### src/rtl/aoi_exp_sweep_ctrl.sv
// AOI expander self-test sweep: drives A..D through all 16 vectors, checks Y against ~((A&B)|(C&D)).
// Optional first-failure capture ports are enabled by defining AOI_SWEEP_FAILCAP_EN.
module aoi_exp_sweep_ctrl #(
  parameter int unsigned SETTLE_CYCLES = 2,
  parameter int unsigned NUM_PASSES    = 1
) (
  input  logic       clk,
  input  logic       rst_n,
  input  logic       start,
  input  logic       abort,
  input  logic       y_in,
  output logic       a,
  output logic       b,
  output logic       c,
  output logic       d,
  output logic [3:0] vector,
  output logic       busy,
  output logic       done,
  output logic       pass,
  output logic [4:0] err_count
`ifdef AOI_SWEEP_FAILCAP_EN
  ,
  output logic [3:0] first_fail_vec,
  output logic       first_fail_valid
`endif
);

  typedef enum logic [1:0] {S_IDLE, S_SETTLE, S_SAMPLE, S_DONE} state_e;

  localparam logic [3:0] SETTLE_LOAD = 4'(SETTLE_CYCLES - 1);
  localparam logic [3:0] LAST_PASS   = 4'(NUM_PASSES - 1);

  state_e     state_q, state_d;
  logic [3:0] cnt_q, cnt_d;
  logic [3:0] vec_q, vec_d;
  logic [3:0] pcnt_q, pcnt_d;
  logic       busy_q, busy_d;
  logic       done_q, done_d;
  logic       pass_q, pass_d;
  logic [4:0] err_q, err_d;
  logic       mismatch;
  logic       last_vec;
`ifdef AOI_SWEEP_FAILCAP_EN
  logic [3:0] ffv_q, ffv_d;
  logic       ffval_q, ffval_d;
`endif

  assign mismatch = (y_in != ~((vec_q[3] & vec_q[2]) | (vec_q[1] & vec_q[0])));
  assign last_vec = (vec_q == 4'hF) && (pcnt_q == LAST_PASS);

  always_ff @(posedge clk or negedge rst_n) begin
    if (!rst_n) begin
      state_q <= S_IDLE;
      cnt_q   <= '0;
      vec_q   <= '0;
      pcnt_q  <= '0;
      busy_q  <= 1'b0;
      done_q  <= 1'b0;
      pass_q  <= 1'b0;
      err_q   <= '0;
`ifdef AOI_SWEEP_FAILCAP_EN
      ffv_q   <= '0;
      ffval_q <= 1'b0;
`endif
    end else begin
      state_q <= state_d;
      cnt_q   <= cnt_d;
      vec_q   <= vec_d;
      pcnt_q  <= pcnt_d;
      busy_q  <= busy_d;
      done_q  <= done_d;
      pass_q  <= pass_d;
      err_q   <= err_d;
`ifdef AOI_SWEEP_FAILCAP_EN
      ffv_q   <= ffv_d;
      ffval_q <= ffval_d;
`endif
    end
  end

  always_comb begin
    state_d = state_q;
    unique case (state_q)
      S_IDLE:   if (start && !abort) state_d = S_SETTLE;
      S_SETTLE: if (abort) state_d = S_IDLE;
                else if (cnt_q == '0) state_d = S_SAMPLE;
      S_SAMPLE: if (abort) state_d = S_IDLE;
                else if (last_vec) state_d = S_DONE;
                else state_d = S_SETTLE;
      S_DONE:   state_d = S_IDLE;
      default:  state_d = S_IDLE;
    endcase
  end

  // Registered outputs take their next value here; DONE's effects land on the edge leaving DONE.
  always_comb begin
    cnt_d   = cnt_q;
    vec_d   = vec_q;
    pcnt_d  = pcnt_q;
    busy_d  = busy_q;
    done_d  = 1'b0;
    pass_d  = pass_q;
    err_d   = err_q;
`ifdef AOI_SWEEP_FAILCAP_EN
    ffv_d   = ffv_q;
    ffval_d = ffval_q;
`endif
    unique case (state_q)
      S_IDLE: begin
        if (start && !abort) begin
          vec_d  = '0;
          pcnt_d = '0;
          err_d  = '0;
          pass_d = 1'b0;
          busy_d = 1'b1;
          cnt_d  = SETTLE_LOAD;
`ifdef AOI_SWEEP_FAILCAP_EN
          ffv_d   = '0;
          ffval_d = 1'b0;
`endif
        end
      end
      S_SETTLE: begin
        if (abort) begin
          busy_d = 1'b0;
          vec_d  = '0;
        end else if (cnt_q != '0) begin
          cnt_d = cnt_q - 4'd1;
        end
      end
      S_SAMPLE: begin
        if (abort) begin
          busy_d = 1'b0;
          vec_d  = '0;
        end else begin
          if (mismatch && err_q != '1) err_d = err_q + 5'd1;
`ifdef AOI_SWEEP_FAILCAP_EN
          if (mismatch && !ffval_q) begin
            ffv_d   = vec_q;
            ffval_d = 1'b1;
          end
`endif
          if (!last_vec) begin
            vec_d = vec_q + 4'd1;
            if (vec_q == 4'hF) pcnt_d = pcnt_q + 4'd1;
            cnt_d = SETTLE_LOAD;
          end
        end
      end
      S_DONE: begin
        busy_d = 1'b0;
        vec_d  = '0;
        if (!abort) begin
          done_d = 1'b1;
          pass_d = (err_q == '0);
        end
      end
      default: ;
    endcase
  end

  assign {a, b, c, d} = vec_q;
  assign vector       = vec_q;
  assign busy         = busy_q;
  assign done         = done_q;
  assign pass         = pass_q;
  assign err_count    = err_q;
`ifdef AOI_SWEEP_FAILCAP_EN
  assign first_fail_vec   = ffv_q;
  assign first_fail_valid = ffval_q;
`endif

endmodule

### config.mk
export PLATFORM = sky130hd
export DESIGN_NAME = aoi_exp_sweep_ctrl
export DESIGN_NICKNAME = d
export VERILOG_FILES = /design/src/rtl/aoi_exp_sweep_ctrl.sv
export SDC_FILE = /design/constraint.sdc
export NUM_CORES = 1
export LEC_CHECK = 0
export BUFFER_PORTS_ARGS = -buffer_cell sky130_fd_sc_hd__buf_2
export CAP_MARGIN = 20
export CORE_MARGIN = 4
export CORE_UTILIZATION = 40
export CTS_BUF_LIST = sky130_fd_sc_hd__clkbuf_16
export CTS_CLUSTER_SIZE = 14
export DETAILED_ROUTE_END_ITERATION = 10
export GPL_TIMING_DRIVEN = 0
export SLEW_MARGIN = 5
export SYNTH_ARGS = -nofsm -noshare
export SYNTH_HDL_FRONTEND = slang
export SYNTH_SLANG_ARGS = --single-unit
### constraint.sdc
create_clock -name clk -period 4.3 [get_ports clk]
set_input_delay 0.43 -clock clk [delete_from_list [all_inputs] [get_ports clk]]
set_output_delay 0.43 -clock clk [all_outputs]
set_load 0.01 [all_outputs]
==> results summary <==
The flow ran to the end, and the final reports show no timing, DRC or antenna violations. The wire length of the first global-routing pass is 5580 um. The pre-antenna-repair detailed-routing pass consisted of 4 iterations.

The number of pins exceeding their max-slew limit in the final report came out at 0. Of all cell types, the one taking the most synthesized area is sky130_fd_sc_hd__dfrtp_1. The largest net degree at the start of global routing came out at 23. The async set or reset register ratio after synthesis is between 90% and 100%. Counting both buffers and inverters, the worst setup path holds a total of 0. The final worst slack came out at ~2100 ps. The maximum clock skew at final layout came out at just over 3 ps. By count the netlist is led by sky130_fd_sc_hd__dfrtp_1 (22), sky130_fd_sc_hd__inv_1 (16), sky130_fd_sc_hd__ha_1 (14), sky130_fd_sc_hd__nor2_1 (14).

The worst endpoint data arrival time came out at approximately 2300 ps. The largest individual stage delay along the critical path comes from the cell sky130_fd_sc_hd__dfrtp_1. The die extent in y is between 60 and 70 um.

For this run the aggregate overflow at the end of global routing stands at 0. The delay of the slowest cell on the worst path came out at 430 ps. Grouping stages by cell kind, the critical path spends the most delay in simple AND/OR/NAND/NOR gates. In the final design database the tool counted just over 200 nets. After clock tree synthesis, the clock-pin slew on the worst setup and hold paths is around 60 ps. Across the VDD grid, the largest voltage drop is roughly 0.2 mV. By area the synthesized netlist is led by sky130_fd_sc_hd__dfrtp_1 (36%), sky130_fd_sc_hd__ha_1 (11%), sky130_fd_sc_hd__o41ai_1 (4.6%), sky130_fd_sc_hd__inv_1 (3.9%), sky130_fd_sc_hd__buf_4 (3.4%). By instance count, the cell type seen most on the critical path is sky130_fd_sc_hd__ha_1. The area fraction in compound gates after synthesis is 19.1%. The routed design has ~3200 um of wire. The tool flagged a number of max-cap violations equal to 0. The transition time at the pin with the least slew margin is approximately 560 ps. For this design the ratio of total power to cell area is 514 nW/um2.

The worst hold-check path type is in2async. The worst setup path is captured at a flip-flop. The placement row count is 22. The count of input and output buffers came out at 19. The count of unresolved DRC violations after routing came out at 0.

The count of mapped cells out of synthesis came out at 159. The number of failing hold endpoints at the final stage was 0. For this block, the initial DRC count from the detailed router was 68. The number of antenna violations at the first check in global routing is 0. The chip width came out at 69.8 um.

The total standard cell area after synthesis came out at between 1500 and 2000 um2. The floorplan step defined a die boundary enclosing ~5000 um2. TritonCTS built the clock tree. The critical path class is reg2reg. The detail-routed via count per cell came out at 5.50. The post-synthesis net count is between 150 and 200. The achievable frequency is 0.458 GHz. The setup TNS is 0 ps. The headroom to the max-slew limit is between 60 and 70%. 0 antenna diodes ended up in the layout. The endpoint required time on the critical path came out at 4440 ps.

The post-synthesis adder-cell area fraction came out at between 10 and 15%. The count of nets left with antenna violations once routing finished came out at 0. The average cell area after synthesis came out at between 9 and 10 um2. The half-perimeter wire length of the detailed placement result came out at about 2400 um. The count of hold-fix buffers inserted at cts came out at 0. Setup violations remaining at the end of the flow were counted as 0. The minimum clock period is about 2200 ps. At the end of routability-driven placement, the weighted congestion stood at ~0.84.

After synthesis the netlist holds a flip-flop and latch count of 22. The routed length per placed instance came out at about 14 um. Sequential elements use 36.0% of the synthesized area.

The number of global-route vias before repair came out at 1252. The count of flip-flops with a built-in enable after synthesis is 0. The initial standard-cell utilization of the core is between 40% and 50%. The mux contribution to synthesized area came out at between 4 and 5%. The total number of clock tree sinks came out at 22. The detailed router placed between 1000 and 1500 vias in this run. By instance count, the leading cell after synthesis is sky130_fd_sc_hd__dfrtp_1.

The clock tree root buffer cell is sky130_fd_sc_hd__clkbuf_16. The maximum root-to-sink buffer count came out at 2. STA classifies the critical path startpoint as a flip-flop. The total of warnings raised by yosys is 0.

Counting the fill cells in the layout gives between 300 and 400. The critical path goes through ha_1 -> and3_1 -> ha_1 -> or3b_1 -> mux2i_4 -> a21oi_1 -> a211o_1. CTS built an H-tree with a depth of 1. The dominant synthesized flop cell is sky130_fd_sc_hd__dfrtp_1. The area growth from synthesis to layout came out at 15.1%.

The top-area cell type share of the netlist area is about 36%. The share of post-route cells with drive strength above 1 is approximately 22%. The post-synthesis cell type count came out at 42. The fraction of the cycle the final worst path needs came out at between 50% and 60%.

Clock latency on the worst-skew pair, taken at its later pin, is about 250 ps. After synthesis, the largest family of logic cells by area is simple AND/OR/NAND/NOR gates. Once the clock tree was built, the resizer swapped 0 gates to a different size.

The total global routing track utilization came out at 13.8%. The area fraction in and, or, nand and nor cells after synthesis came out at 20.4%. After Yosys synthesis, XOR and XNOR cells account for less than 1% of the synthesized area. Clock tree synthesis inserted a total of 3 buffers.

The total area inside the core boundary comes to ~3700 um2. Summed over all cells, the static leakage comes to between 0.8 and 0.9 nW. Pin placement for this block handled 21 I/O pins. Timing analysis after detailed placement gives a worst setup slack of 2120 ps. Setup repair after global routing left no endpoint under its margin. The number of setup buffers added after CTS is 0. The largest driver fanout on the critical path is 8.
## worst register-to-register path: cells and delay by family, from the launching register on
family | cells | cell delay, ps
AND/OR/NAND/NOR | 2 | 580
multiplexers | 1 | 260
adder cells (fa/ha/maj) | 2 | 420
AO/OA/AOI/OAI | 2 | 380
flip-flops | 1 | 430
## stage by stage
step                power [W]  cells  utilization (%)  hold slack, ps  area, um2
floorplan            0.000604    159                -             134       1530
global placement     0.000694    226             45.6             436       1680
detailed placement   0.000714    226             45.6             431       1680
CTS                  0.000912    229             47.7             162       1760
global route         0.000984    229             47.7             188       1760
finish               0.000904    229             47.7             149       1760
## flip-flops by register name, indices dropped and copies added (netlist names)
name	flops
err_count	5
vector	4
pcnt_q	4
done	1
pass	1
busy	1
cnt_q	4
state_q	2
## cell families after synthesis
family,Yosys count
compound gates,40
flops,22
fa+ha+maj,14
mux,5
xor+xnor,1
simple gates,53
buf+inv,24
## layout by cell type, fill, tap and decap left out, types with 3 or more instances in the layout
cell	n
sky130_fd_sc_hd__nand2_1	5
sky130_fd_sc_hd__buf_2	19
sky130_fd_sc_hd__o21ai_0	8
sky130_fd_sc_hd__a21oi_1	6
sky130_fd_sc_hd__nand3_1	7
sky130_fd_sc_hd__dfrtp_1	22
sky130_fd_sc_hd__nand2b_1	5
sky130_fd_sc_hd__o31ai_1	3
sky130_fd_sc_hd__nor3b_1	4
sky130_fd_sc_hd__ha_1	14
sky130_fd_sc_hd__a22o_1	4
sky130_fd_sc_hd__buf_4	7
sky130_fd_sc_hd__clkbuf_16	3
sky130_fd_sc_hd__o41ai_1	8
sky130_fd_sc_hd__nor2_1	14
sky130_fd_sc_hd__inv_1	16
## path summary, 6_finish.rpt
path,start,to,slack [ps],cells past startpoint
setup / recovery,err_count[0]$_DFFE_PN0P_,err_count[2]$_DFFE_PN0P_,2120,7
hold / removal,rst_n,cnt_q[0]$_DFFE_PN0P_,150,1
setup reg to reg,err_count[0]$_DFFE_PN0P_,err_count[2]$_DFFE_PN0P_,2120,7
hold reg to reg,pass$_DFFE_PN0P_,pass$_DFFE_PN0P_,530,2
max in group asynchronous,rst_n,pcnt_q[1]$_DFFE_PN0P_,3800,1
min in group clk,pass$_DFFE_PN0P_,pass$_DFFE_PN0P_,530,2
## area by class of cell
cell class	instances	area (um2)	share of cell area, %
multi-input cells	113	861	49.0
flip-flops and latches	22	551	31.3
repair buffers	19	95.1	5.41
clock buffers	3	75.1	4.27
inverters	16	60.1	3.42
well taps	48	60.1	3.42
plain buffers	8	56.3	3.20
## report_power, final
group / total, W / switching, W / internal [W]
Clock: 0.000192 / 0.0000693 / 0.000123
Sequential: 0.000293 / 0.0000447 / 0.000248
Combinational: 0.000419 / 0.000247 / 0.000172
Total: 0.000904 / 0.000361 / 0.000542
## metal layers
| metal | GRT usage, % | vias up | share of wire, % |
|---|---|---|---|
| met4 | 4.26 | 0 | 0.75 |
| met2 | 22.9 | 21 | 48 |
| li1 | - | 623 | - |
| met3 | 2.75 | 4 | 4.0 |
| met1 | 18.0 | 612 | 47 |
| met5 | 0 | - | 0 |
Power figures use the tool's default switching activity.
